### src/rtl/lsu_pkg.sv
// Shared definitions for the load/store unit.
//   - RISC-V funct3 width codes used on the request interface.
//   - FSM state encoding for mem_access_unit.
package lsu_pkg;

  localparam logic [2:0] F3_B  = 3'b000;
  localparam logic [2:0] F3_H  = 3'b001;
  localparam logic [2:0] F3_W  = 3'b010;
  localparam logic [2:0] F3_BU = 3'b100;
  localparam logic [2:0] F3_HU = 3'b101;

  typedef enum logic [2:0] {
    ST_IDLE     = 3'd0,
    ST_LOAD     = 3'd1,
    ST_RMW_READ = 3'd2,
    ST_WRITE    = 3'd3,
    ST_RESP     = 3'd4
  } lsu_state_e;

endpackage

### src/rtl/lsu_lane_align.sv
// Combinational lane steering between the 32-bit memory word and the core.
//   mem_word   in  : word read from memory
//   funct3     in  : width code of the access
//   lane       in  : byte offset within the word (addr[1:0])
//   wdata      in  : store data from the core (low bits used for B/H)
//   load_data  out : selected lane, sign/zero extended to 32 bits
//   merge_word out : mem_word with the store lane replaced by wdata
module lsu_lane_align
  import lsu_pkg::*;
(
  input  logic [31:0] mem_word,
  input  logic [2:0]  funct3,
  input  logic [1:0]  lane,
  input  logic [31:0] wdata,
  output logic [31:0] load_data,
  output logic [31:0] merge_word
);

  logic [7:0]  byte_sel;
  logic [15:0] half_sel;

  always_comb begin
    byte_sel   = 8'd0;
    half_sel   = 16'd0;
    load_data  = mem_word;
    merge_word = mem_word;

    case (lane)
      2'd0:    byte_sel = mem_word[7:0];
      2'd1:    byte_sel = mem_word[15:8];
      2'd2:    byte_sel = mem_word[23:16];
      default: byte_sel = mem_word[31:24];
    endcase
    // Halfword lane is picked by addr[1] alone; addr[0] is known zero here
    // because odd halfword accesses are rejected before reaching memory.
    half_sel = lane[1] ? mem_word[31:16] : mem_word[15:0];

    case (funct3)
      F3_B:    load_data = {{24{byte_sel[7]}}, byte_sel};
      F3_H:    load_data = {{16{half_sel[15]}}, half_sel};
      F3_BU:   load_data = {24'd0, byte_sel};
      F3_HU:   load_data = {16'd0, half_sel};
      default: load_data = mem_word;
    endcase

    if (funct3 == F3_B) begin
      case (lane)
        2'd0:    merge_word[7:0]   = wdata[7:0];
        2'd1:    merge_word[15:8]  = wdata[7:0];
        2'd2:    merge_word[23:16] = wdata[7:0];
        default: merge_word[31:24] = wdata[7:0];
      endcase
    end else if (funct3 == F3_H) begin
      if (lane[1]) merge_word[31:16] = wdata[15:0];
      else         merge_word[15:0]  = wdata[15:0];
    end
  end

endmodule

### src/rtl/mem_access_unit.sv
// Load/store initiator for a word-addressed data memory.
// Accepts one load/store request at a time, checks it, and drives the
// memory port. Byte/halfword stores are done as read-modify-write.
//
// Handshake: req is looked at only while busy=0 (IDLE); a request seen
// there is taken on that rising edge and its operands are latched, so the
// core may change them afterwards. Requests while busy are dropped, not
// queued. Completion is a single-cycle done pulse; misaligned/fault are
// valid with done and hold until the next request is taken.
//
// Ports:
//   clk, resetn           clock, synchronous active-low reset
//   req, store, funct3    request strobe, direction, width code
//   addr, wdata           byte address, store data
//   busy, done            not-idle flag, completion pulse
//   rdata                 extended load result (changes on good loads only)
//   misaligned, fault     error status
//   mem_address           word-aligned address to memory
//   mem_data_in, mem_we   write word and write enable to memory
//   mem_data_out          combinational read word from memory
module mem_access_unit
  import lsu_pkg::*;
#(
  parameter int ADDR_BITS = 14
) (
  input  logic        clk,
  input  logic        resetn,
  input  logic        req,
  input  logic        store,
  input  logic [2:0]  funct3,
  input  logic [31:0] addr,
  input  logic [31:0] wdata,
  output logic        busy,
  output logic        done,
  output logic [31:0] rdata,
  output logic        misaligned,
  output logic        fault,
  output logic [31:0] mem_address,
  output logic [31:0] mem_data_in,
  input  logic [31:0] mem_data_out,
  output logic        mem_we
);

  lsu_state_e  state_q, state_d;
  logic        store_q, store_d;
  logic [2:0]  funct3_q, funct3_d;
  logic [31:0] addr_q, addr_d;
  logic [31:0] wdata_q, wdata_d;
  logic [31:0] merge_q, merge_d;
  logic [31:0] rdata_q, rdata_d;
  logic        misaligned_q, misaligned_d;
  logic        fault_q, fault_d;

  logic        req_fault;
  logic        req_misaligned;
  logic        bad_funct3;
  logic        out_of_range;
  logic [31:0] load_data;
  logic [31:0] merge_word;

  lsu_lane_align u_lane_align (
    .mem_word   (mem_data_out),
    .funct3     (funct3_q),
    .lane       (addr_q[1:0]),
    .wdata      (wdata_q),
    .load_data  (load_data),
    .merge_word (merge_word)
  );

  // Request checks on the live inputs, used only at acceptance.
  always_comb begin
    bad_funct3 = 1'b1;
    if (store) begin
      bad_funct3 = !(funct3 == F3_B || funct3 == F3_H || funct3 == F3_W);
    end else begin
      bad_funct3 = !(funct3 == F3_B || funct3 == F3_H || funct3 == F3_W ||
                     funct3 == F3_BU || funct3 == F3_HU);
    end
    out_of_range   = (addr >> ADDR_BITS) != 32'd0;
    req_fault      = bad_funct3 || out_of_range;
    req_misaligned = ((funct3 == F3_H || funct3 == F3_HU) && addr[0]) ||
                     (funct3 == F3_W && addr[1:0] != 2'b00);
  end

  always_comb begin
    state_d      = state_q;
    store_d      = store_q;
    funct3_d     = funct3_q;
    addr_d       = addr_q;
    wdata_d      = wdata_q;
    merge_d      = merge_q;
    rdata_d      = rdata_q;
    misaligned_d = misaligned_q;
    fault_d      = fault_q;

    case (state_q)
      ST_IDLE: begin
        if (req) begin
          store_d      = store;
          funct3_d     = funct3;
          addr_d       = addr;
          wdata_d      = wdata;
          // Fault outranks misalignment so only one flag is ever raised.
          fault_d      = req_fault;
          misaligned_d = !req_fault && req_misaligned;
          if (req_fault || req_misaligned) state_d = ST_RESP;
          else if (!store)                 state_d = ST_LOAD;
          else if (funct3 == F3_W)         state_d = ST_WRITE;
          else                             state_d = ST_RMW_READ;
        end
      end
      ST_LOAD: begin
        rdata_d = load_data;
        state_d = ST_RESP;
      end
      ST_RMW_READ: begin
        merge_d = merge_word;
        state_d = ST_WRITE;
      end
      ST_WRITE: begin
        state_d = ST_RESP;
      end
      ST_RESP: begin
        state_d = ST_IDLE;
      end
      default: begin
        state_d = ST_IDLE;
      end
    endcase
  end

  always_ff @(posedge clk) begin
    if (!resetn) begin
      state_q      <= ST_IDLE;
      store_q      <= 1'b0;
      funct3_q     <= 3'd0;
      addr_q       <= 32'd0;
      wdata_q      <= 32'd0;
      merge_q      <= 32'd0;
      rdata_q      <= 32'd0;
      misaligned_q <= 1'b0;
      fault_q      <= 1'b0;
    end else begin
      state_q      <= state_d;
      store_q      <= store_d;
      funct3_q     <= funct3_d;
      addr_q       <= addr_d;
      wdata_q      <= wdata_d;
      merge_q      <= merge_d;
      rdata_q      <= rdata_d;
      misaligned_q <= misaligned_d;
      fault_q      <= fault_d;
    end
  end

  assign busy        = (state_q != ST_IDLE);
  assign done        = (state_q == ST_RESP);
  assign mem_we      = (state_q == ST_WRITE);
  assign rdata       = rdata_q;
  assign misaligned  = misaligned_q;
  assign fault       = fault_q;
  assign mem_address = {addr_q[31:2], 2'b00};
  // Both sources are cleared by reset, so this reads zero after reset.
  assign mem_data_in = (store_q && funct3_q == F3_W) ? wdata_q : merge_q;

endmodule

### config.mk
export PLATFORM = sky130hd
export DESIGN_NAME = mem_access_unit
export DESIGN_NICKNAME = d
export VERILOG_FILES = /design/src/rtl/lsu_pkg.sv /design/src/rtl/lsu_lane_align.sv /design/src/rtl/mem_access_unit.sv
export SDC_FILE = /design/constraint.sdc
export NUM_CORES = 1
export LEC_CHECK = 0
export ABC_AREA = 1
export CORE_ASPECT_RATIO = 0.75
export CORE_MARGIN = 2
export CORE_UTILIZATION = 48
export CTS_CLUSTER_DIAMETER = 60
export DETAILED_ROUTE_END_ITERATION = 10
export GPL_TIMING_DRIVEN = 1
export HOLD_SLACK_MARGIN = 0.03
export PLACE_DENSITY_LB_ADDON = 0.12
export SYNTH_ARGS = -nofsm -noshare
export SYNTH_HDL_FRONTEND = slang
export SYNTH_HIERARCHICAL = 1
export SYNTH_SLANG_ARGS = --single-unit
### constraint.sdc
create_clock -name clk -period 3.8 [get_ports clk]
set_input_delay 0.57 -clock clk [delete_from_list [all_inputs] [get_ports clk]]
set_output_delay 0.57 -clock clk [all_outputs]
set_load 0.005 [all_outputs]
==> impl_results.md, run 1 <==
- Maximum fanout along the worst path: 64
- Flop and latch count out of synthesis: roughly 140
- Final HPWL DP: 14800 microns
- Vias in the first global route: 6980
- RSZ-0062 raised after global routing: no
- Synth Warn #: 6
- Nets@finish: 1371
- N_diodes: 0
- Yosys top cell area share: 36.9%
- Slowest-stage cell, CP: clkdlybuf4s50_1
- Die area: 16500 sq um
- DRC Markers: 0
- Worst R2R Setup Slack: ~1.4 ns
- Most instantiated cells after synthesis: nand2_1, o21ai_0, inv_1
- Die Ht: between 100 and 150 microns
- H-tree depth: 4
- Final period utilization: 79.5%
- Num CTS Buffers: 17
- CTS resizes: 0
- PwrDens: 410 nW/um^2
- Register-to-Register Path Depth: 6
- Peak supply drop: between 300 and 400 uV
- Worst hold start: rdata[31]$_SDFFE_PN0N_
- DR pass1 iterations: 5
- DR WL/cell: around 15 microns
- Worst path max stage delay: ~0.57 ns
- Maximum clock path buffer count: 2
- Crit start category: flop
- Buf+Inv Stages, Crit Path: 3
- Crit Path Class: reg -> out
- Crit path time final: 3.02 ns
- RePlAce Congestion: ~0.91
- Post-Syn Area per Cell: 6.49 sq um
- Vias per cell: 5.17
- Total GRT Usage: about a quarter
- Final Skew: 0.00667 ns
- Post-Syn Instances: ~1100
- Sink Count: 137
- Critical Path RT: roughly 3.2 ns
- Cell depth of the worst hold path: 2
- Setup crit end kind: output pin
- Detailed-route via count: 7684
- P_leak: between 4 and 5 nW
- Synth cell types: 29
- Register area share after synthesis: 36.9%
- Maximum clock rate: about 330 MHz
- Layout cells sized above 1: a little under 5%
- Delay-heaviest family, CP: buffers and inverters
- Cell taking the most area after synthesis: dfxtp_1
- Slew @ Worst Pin: 1.21 ns
- Io pins: 204
- Post-Route WL: 21600 microns
- Core area: about 15000 sq um
- Levels on crit path: 6
- Fillers: 1408
- Outcome: finished clean
- Initial Util: 49.0%
- Clock latency at the later pin of the worst-skew pair: 0.43 ns
- Initial antenna violation count: 0
- Max-slew headroom: 19.1%
- Area Overhead vs Synth: 30.4%
- Ranking of synthesized cells by area: dfxtp_1, o21ai_0, nand2_1
- Post-CTS Repair Setup Buffers: 0
- Largest net degree at the start of global routing: between 100 and 150
- Arr. time, crit path: about 2.5 ns
- Post-CTS Hold Fix Bufs: 0
- # Max-Cap Violations: 0
- DRT iter0 DRCs: 630
- First-pass GRT wire length: 35200 microns
- Grt ovf: 0
- Reg2reg start: addr_q[1]$_SDFFE_PN0P_
- Hold WS: 0.443 ns
- End of the worst register-to-register path: rdata[13]$_SDFFE_PN0N_
- Register area: 2740 sq um
- Post-synth EDFFs: 0
- Mapped cell area: 7440 sq um
- Critical path origin: funct3_q[0]$_SDFFE_PN0P_
- Final hold vios: 0
- Synth async-reset ratio: 0%
- Count leader, synth: nand2_1
- Final Setup Violations: 0
- CTS tree: done
- Hold Path End: rdata[31]$_SDFFE_PN0N_
- Setup TNS: 0 ns
- Fin. max-slew vios: 0
- I/O Buffers: 201
- Ys flop type: dfxtp_1
- Root Buffer Master: clkbuf_16
- Worst path cell trace: inv_1, nand4_1, buf_4, nand2_1, o21ai_0, clkdlybuf4s50_1
- Die width: 148 microns
- Placement Rows: 39
- Clk slew on worst S/H paths: 0.06 ns
- Multi-input logic area: 3460 sq um
- Worst Hold Class: reg -> reg
- Final ANT Viol Nets: 0
==> how the worst max path moves through the flow <==
stage	end	slack, ns
2_1_floorplan	mem_data_in[10]	2.08
3_3_place_gp	rdata[13]$_SDFFE_PN0N_	1.11
3_5_place_dp	rdata[13]$_SDFFE_PN0N_	1.08
4_1_cts	mem_data_in[31]	0.75
5_1_grt	mem_data_in[31]	0.55
6_report	mem_data_in[31]	0.78
==> state kept, by name, summed over array words and instances, names as in the netlist <==
name / flops
store_q: 1
wdata_q: 32
addr_q: 32
funct3_q: 3
fault: 1
misaligned: 1
merge_q: 32
state_q: 3
rdata: 32
==> logic make-up (layout without fill, tap and decap cells) <==
kind of cell,count (synthesis),in the layout,share of synthesized area (%)
DFF,137,137,36.9
other,1,2,0.0504
AOI/OAI and AO/OA,349,349,24.0
and+or+nand+nor,406,406,22.5
buffers and inverters,253,387,16.7
==> where the power goes <==
| group | total [mW] | leakage [nW] | internal, mW | switching, mW |
|---|---|---|---|---|
| clock | 1.75 | 0.296 | 1.10 | 0.647 |
| sequential | 1.54 | 1.12 | 1.50 | 0.0455 |
| combinational | 0.692 | 2.66 | 0.296 | 0.396 |
==> layout make-up <==
cell class / instances / area share (%)
inverters: 147 / 5.74
multi-input cells: 757 / 35.7
flip-flops and latches: 137 / 28.3
repair buffers: 208 / 21.2
clock inverters: 15 / 2.06
clock buffers: 17 / 4.38
well taps: 205 / 2.64
==> layout by cell type (no fill, tap or decap), types with 6 or more instances in the layout <==
cell type	count
a21oi_1	123
a22oi_1	11
buf_4	8
clkbuf_16	17
clkdlybuf4s50_1	200
dfxtp_1	137
inv_1	139
inv_2	6
nand2_1	197
nand3_1	63
nor2_1	130
o21ai_0	186
o21ai_1	26
==> worst min-delay path, cell delays in order, from the launching register on <==
cell     delay, ns
dfxtp_1       0.30
inv_1         0.05
a21oi_1       0.05
==> stage by stage <==
step / instance area [sq um] / power [mW] / setup WS [ns] / cells / utilization [%]
floorplan: 7450 / 2.03 / 2.08 / 1147 / -
global placement: 9080 / 2.25 / 1.11 / 1454 / 59.8
detailed placement: 9080 / 2.25 / 1.08 / 1454 / 59.8
CTS: 9710 / 4.01 / 0.751 / 1486 / 64.0
global route: 9710 / 4.17 / 0.549 / 1486 / 64.0
finish: 9710 / 3.98 / 0.778 / 1486 / 64.0
==> layer usage <==
layer	GRT usage (%)	vias to the layer above	wire, microns
met5	0	-	0
met4	9.81	0	514
met3	7.87	36	2100
met2	39.3	310	9230
met1	36.0	3441	9760
li1	-	3897	-
No activity file was read; power rests on OpenSTA's default activity.
==> run 2: changes to the inputs <==
==> constraint.sdc (replaced) <==
create_clock -name clk -period 2.8 [get_ports clk]
set_input_delay 0.42 -clock clk [delete_from_list [all_inputs] [get_ports clk]]
set_output_delay 0.42 -clock clk [all_outputs]
set_load 0.005 [all_outputs]
==> impl_results.md, run 2 (synthesis results as in run 1) <==
- Outcome: finished clean (unchanged)
- DRC Markers: 0 (unchanged)
- First-pass GRT wire length: 35600 microns (was 35200 microns)
- Final period utilization: 93.1%
- Largest net degree at the start of global routing: 65 (was 137)
- Sink Count: 137 (unchanged)
- Worst Setup Slack, final: 0.194 ns (was 0.778 ns)
- Arr. time, crit path: 2.19 ns (was 2.45 ns)
- DR pass1 iterations: 5 (unchanged)
- Global routing usage on met2: 40.2% (was 39.3%)
- Clock power share: 41.9% (was 43.8%)
- N_diodes: 0 (unchanged)
- Grt ovf: 0 (unchanged)
- Num CTS Buffers: 17 (unchanged)
- Layout cells sized above 1: 5.05% (was 4.84%)
- Fillers: 1427 (was 1408)
- Switching share of total power: 27.1% (was 27.3%)
- Core area: 15200 sq um (unchanged)
- Maximum clock path buffer count: 2 (unchanged)
- Root Buffer Master: clkbuf_16 (unchanged)
- RSZ-0062 raised after global routing: no (unchanged)
- Clk slew on worst S/H paths: 0.06 ns (about the same)
- Crit Path Class: reg -> out (unchanged)
- Dpl ws: 0.618 ns (was 1.08 ns)
- Final HPWL DP: 15300 microns (was 14800 microns)
- Final hold vios: 0 (unchanged)
- Total power: 5.24 mW (was 3.98 mW)
- Initial Util: 49.0% (unchanged)
- Commonest non-fill, non-tap cells in the layout: clkdlybuf4s50_1, nand2_1, o21ai_0, inv_1, dfxtp_1 (unchanged)
- Final Skew: 0.00924 ns (was 0.00667 ns)
- Delay-heaviest family, CP: buffers and inverters (unchanged)
- Die Ht: 112 microns (unchanged)
- Slowest-stage cell, CP: clkdlybuf4s50_1 (unchanged)
- I/O Buffers: 201 (unchanged)
- P_leak: 4.12 nW (was 4.08 nW)
- Placement Rows: 39 (unchanged)
- Max-slew headroom: 42.1% (was 19.1%)
- Die width: 148 microns (unchanged)
- Setup crit end kind: output pin (unchanged)
- CTS resizes: 0 (unchanged)
- Maximum clock rate: 384 MHz
- Detailed-route via count: 7677 (was 7684)
- Peak supply drop: 386 uV (was 307 uV)
- Clock latency at the later pin of the worst-skew pair: 0.42 ns (was 0.43 ns)
- Internal power: 3.82 mW (was 2.89 mW)
- Vias in the first global route: 7030 (was 6980)
- Power share of the sequential group: 40.1% (was 38.8%)
- Die area: 16500 sq um (unchanged)
- End-of-flow core utilization: 64.1% (was 64.0%)
- Nets@finish: 1378 (was 1371)
- Io pins: 204 (unchanged)
- RePlAce Congestion: 0.925 (was 0.909)
- Worst path cell trace: inv_1, nand4_1, buf_12, nand2_1, o21ai_0, clkdlybuf4s50_1 (was inv_1, nand4_1, buf_4, nand2_1, o21ai_0, clkdlybuf4s50_1)
- Critical Path RT: 2.38 ns (was 3.23 ns)
- Area Overhead vs Synth: 30.8% (was 30.4%)
- GR Util met1: 36.4% (was 36.0%)
- Worst Hold Class: reg -> reg (unchanged)
- Final ANT Viol Nets: 0 (unchanged)
- Part of the power in combinational logic: 18.0% (was 17.4%)
- Vias per cell: 5.14 (was 5.17)
- PwrDens: 538 nW/um^2 (was 410 nW/um^2)
- H-tree depth: 4 (unchanged)
- Most common cell after layout, fill and taps aside: clkdlybuf4s50_1 (unchanged)
- Maximum fanout along the worst path: 64 (unchanged)
- NetSw: 1.42 mW (was 1.09 mW)
- DRT iter0 DRCs: 794 (was 630)
- Grt met3 use: 8.61% (was 7.87%)
- Slew @ Worst Pin: 0.867 ns (was 1.21 ns)
- Crit path time final: 2.61 ns
- CTS tree: done (unchanged)
- # Max-Cap Violations: 0 (unchanged)
- Post-CTS Hold Fix Bufs: 0 (unchanged)
- Post-CTS Repair Setup Buffers: 0 (unchanged)
- Buf+Inv Stages, Crit Path: 3 (unchanged)
- Post-Route WL: 21800 microns (was 21600 microns)
- Worst path max stage delay: 0.56 ns (was 0.57 ns)
- Total GRT Usage: 26.7% (was 26.3%)
- Setup TNS: 0 ns (unchanged)
- Fin. max-slew vios: 0 (unchanged)
- Crit start category: flop (unchanged)
- Grt peak-use layer: met2 (unchanged)
- DR WL/cell: 14.6 microns (was 14.5 microns)
- Initial antenna violation count: 1 (was 0)
- Final Setup Violations: 0 (unchanged)
run 2: cell count changes in the layout (fill, tap and decap cells not counted), sizes merged:
| cell | before | now |
|---|---|---|
| inv | 149 | 147 |
| clkinvlp | 4 | 0 |
| clkinv | 5 | 6 |
| clkbuf | 17 | 24 |
| bufinv | 4 | 2 |
| buf | 8 | 15 |
run 2: area by class of cell:
type | count | area, sq um | area share [%]
well taps | 205 | 256 | 2.64
multi-input cells | 757 | 3460 | 35.6
flip-flops and latches | 137 | 2740 | 28.2
repair buffers | 215 | 2140 | 22.0
clock inverters | 8 | 93.8 | 0.964
clock buffers | 24 | 482 | 4.95
inverters | 147 | 557 | 5.72
run 2: metal layers:
metal | vias up | routed length, microns
met5 | - | 13
met4 | 2 | 386
met3 | 34 | 2240
met2 | 300 | 9400
met1 | 3439 | 9780
li1 | 3902 | -
run 2: through the flow:
step	hold slack (ns)	instance area, sq um	cells
detailed placement	0.437	9160	1461
global route	0.463	9730	1493
floorplan	0.424	7450	1147
CTS	0.446	9730	1493
finish	0.444	9730	1493
global placement	0.432	9160	1461
run 2: tightest hold or removal path, stage by stage (launching register included):
cell	delay, ns
dfxtp_1	0.29
inv_1	0.05
a21oi_1	0.05
run 2: power by group through the flow:
stage               Combinational [mW]  Clock [mW]  Sequential, mW
CTS                              0.933        2.22            2.10
finish                           0.941        2.20            2.10
detailed placement               0.925           0            2.14
floorplan                        0.645           0            2.11
global placement                 0.924           0            2.14
global route                      1.05        2.33            2.11
run 2: worst paths after layout:
| check | from | slack (ns) | to | cells past startpoint |
|---|---|---|---|---|
| min | wdata_q[21]$_SDFFE_PN0P_ | 0.44 | wdata_q[21]$_SDFFE_PN0P_ | 2 |
| max | funct3_q[0]$_SDFFE_PN0P_ | 0.19 | mem_data_in[31] | 6 |
| max reg2reg | addr_q[1]$_SDFFE_PN0P_ | 0.61 | rdata[3]$_SDFFE_PN0N_ | 7 |
| min reg2reg | wdata_q[21]$_SDFFE_PN0P_ | 0.44 | wdata_q[21]$_SDFFE_PN0P_ | 2 |
==> run 3: changes to the inputs <==
--- a/config.mk
+++ b/config.mk
@@ -8,7 +8,7 @@
 export ABC_AREA = 1
 export CORE_ASPECT_RATIO = 0.75
 export CORE_MARGIN = 2
-export CORE_UTILIZATION = 48
+export CORE_UTILIZATION = 29
 export CTS_CLUSTER_DIAMETER = 60
 export DETAILED_ROUTE_END_ITERATION = 10
 export GPL_TIMING_DRIVEN = 1
==> impl_results.md, run 3 (synthesis results as in run 1) <==
- Outcome: finished clean (unchanged)
- Max-slew headroom: 47.0% (was 42.1%)
- Layout cells sized above 1: 5.43% (was 5.05%)
- Commonest non-fill, non-tap cells in the layout: clkdlybuf4s50_1, nand2_1, o21ai_0, inv_1, dfxtp_1 (unchanged)
- Final HPWL DP: 17900 microns (was 15300 microns)
- End-of-flow core utilization: 39.7% (was 64.1%)
- Io pins: 204 (unchanged)
- Final ANT Viol Nets: 0 (unchanged)
- Sink Count: 137 (unchanged)
- # Max-Cap Violations: 0 (unchanged)
- Register-to-Register Path Depth: 7 (unchanged)
- Worst hold start: rdata[21]$_SDFFE_PN0N_ (was wdata_q[21]$_SDFFE_PN0P_)
- Inst Count DP: 1595 (was 1461)
- CTS resizes: 0 (unchanged)
- Maximum clock path buffer count: 2 (unchanged)
- Num CTS Buffers: 17 (unchanged)
- Grt ovf: 0 (unchanged)
- I/O Buffers: 201 (unchanged)
- Final Setup Violations: 0 (unchanged)
- Slew @ Worst Pin: 0.794 ns (was 0.867 ns)
- Initial Util: 29.7% (was 49.0%)
- Final Skew: 0.00876 ns (was 0.00924 ns)
- Core area: 25100 sq um (was 15200 sq um)
- Post-CTS Hold Fix Bufs: 0 (unchanged)
- Post-Route WL: 25000 microns (was 21800 microns)
- Total GRT Usage: 18.6% (was 26.7%)
- Worst R2R Setup Slack: 0.60 ns (was 0.61 ns)
- Buf+Inv Stages, Crit Path: 3 (unchanged)
- Hold Path End: rdata[21]$_SDFFE_PN0N_ (was wdata_q[21]$_SDFFE_PN0P_)
- Cell depth of the worst hold path: 2 (unchanged)
- DR pass1 iterations: 5 (unchanged)
- Post-CTS Repair Setup Buffers: 0 (unchanged)
- Most common cell after layout, fill and taps aside: clkdlybuf4s50_1 (unchanged)
- Root Buffer Master: clkbuf_16 (unchanged)
- Final period utilization: 89.6% (was 93.1%)
- Maximum clock rate: 399 MHz (was 384 MHz)
- Crit start category: flop (unchanged)
- Setup TNS: 0 ns (unchanged)
- Nets@finish: 1379 (was 1378)
- Area Overhead vs Synth: 33.7% (was 30.8%)
- Peak supply drop: 420 uV (was 386 uV)
- Crit Path Class: reg -> out (unchanged)
- N_diodes: 0 (unchanged)
- DRC Markers: 0 (unchanged)
- PwrDens: 545 nW/um^2 (was 538 nW/um^2)
- Placement Rows: 50 (was 39)
- Largest net degree at the start of global routing: 74 (was 65)
- DRT iter0 DRCs: 460 (was 794)
- Arr. time, crit path: 2.09 ns (was 2.19 ns)
- Delay-heaviest family, CP: buffers and inverters (unchanged)
- Worst Hold Class: reg -> reg (unchanged)
- Crit path time final: 2.51 ns (was 2.61 ns)
- Clock latency at the later pin of the worst-skew pair: 0.43 ns (was 0.42 ns)
- Fin cells: 1626 (was 1493)
- DR WL/cell: 15.4 microns (was 14.6 microns)
- H-tree depth: 4 (unchanged)
- Initial antenna violation count: 0 (was 1)
- Slowest-stage cell, CP: clkdlybuf4s50_1 (unchanged)
- End of the worst register-to-register path: rdata[29]$_SDFFE_PN0N_ (was rdata[3]$_SDFFE_PN0N_)
- Critical Path RT: 2.38 ns (about the same)
- RSZ-0062 raised after global routing: no (unchanged)
- Maximum fanout along the worst path: 64 (unchanged)
- Reg2reg start: addr_q[1]$_SDFFE_PN0P_ (unchanged)
- RePlAce Congestion: 0.859 (was 0.925)
- Fin. max-slew vios: 0 (unchanged)
- Vias per cell: 4.62 (was 5.14)
- Setup crit end kind: output pin (unchanged)
- Worst path cell trace: inv_1, nand4_1, buf_12, nand2_1, o21ai_0, clkdlybuf4s50_1 (unchanged)
- Detailed-route via count: 7517 (was 7677)
- Die width: 189 microns (was 148 microns)
- First-pass GRT wire length: 39100 microns (was 35600 microns)
- Worst path max stage delay: 0.54 ns (was 0.56 ns)
- Die area: 27000 sq um (was 16500 sq um)
- CTS tree: done (unchanged)
- P_leak: 4.12 nW (about the same)
- Die Ht: 143 microns (was 112 microns)
- Clk slew on worst S/H paths: 0.07 ns (was 0.06 ns)
- Vias in the first global route: 7079 (was 7030)
- Final hold vios: 0 (unchanged)
[run 3: worst max path at each step]
stage                                  start         endpoint  cells past startpoint
finish              funct3_q[2]$_SDFFE_PN0P_  mem_data_in[22]                      6
global route        funct3_q[0]$_SDFFE_PN0P_  mem_data_in[29]                      6
CTS                 funct3_q[0]$_SDFFE_PN0P_  mem_data_in[29]                      6
detailed placement  funct3_q[0]$_SDFFE_PN0P_  mem_data_in[29]                      6
global placement    funct3_q[0]$_SDFFE_PN0P_  mem_data_in[12]                      6
floorplan           funct3_q[0]$_SDFFE_PN0P_  mem_data_in[10]                      5
[run 3: per-stage QoR]
stage          setup slack (ns)  hold WS (ns)  total power [mW]  instance area (sq um)
2_1_floorplan              1.23         0.424              2.76                   7450
3_3_place_gp              0.591         0.433              3.11                   9340
3_5_place_dp              0.594         0.437              3.10                   9340
4_1_cts                   0.104         0.447              5.49                   9950
5_1_grt                  0.0920         0.455              5.70                   9950
6_report                  0.291         0.443              5.42                   9950
[run 3: final cells by class]
cell class	count	area (sq um)
multi-input combinational	757	3460
fill	2647	15100
inverter	147	557
timing repair buffer	216	2160
tap	338	423
clock inverter	13	169
sequential	137	2740
clock buffer	18	439
[run 3: metal layers]
metal | up-vias | routed length, microns | track usage [%]
met1 | 3379 | 12300 | 25.5
met4 | 0 | 293 | 4.89
met5 | - | 0 | 0
li1 | 3906 | - | -
met3 | 20 | 1950 | 6.39
met2 | 212 | 10400 | 27.7
[run 3: report_power, final]
group / leakage, nW / internal [mW] / switching (mW)
combinational: 2.72 / 0.414 / 0.549
sequential: 1.12 / 2.03 / 0.0657
clock: 0.285 / 1.43 / 0.931
[run 3: tightest hold or removal path, stage by stage (launching register included)]
cell and delay [ns]:
dfxtp_1 0.31, inv_1 0.04, a21oi_1 0.05
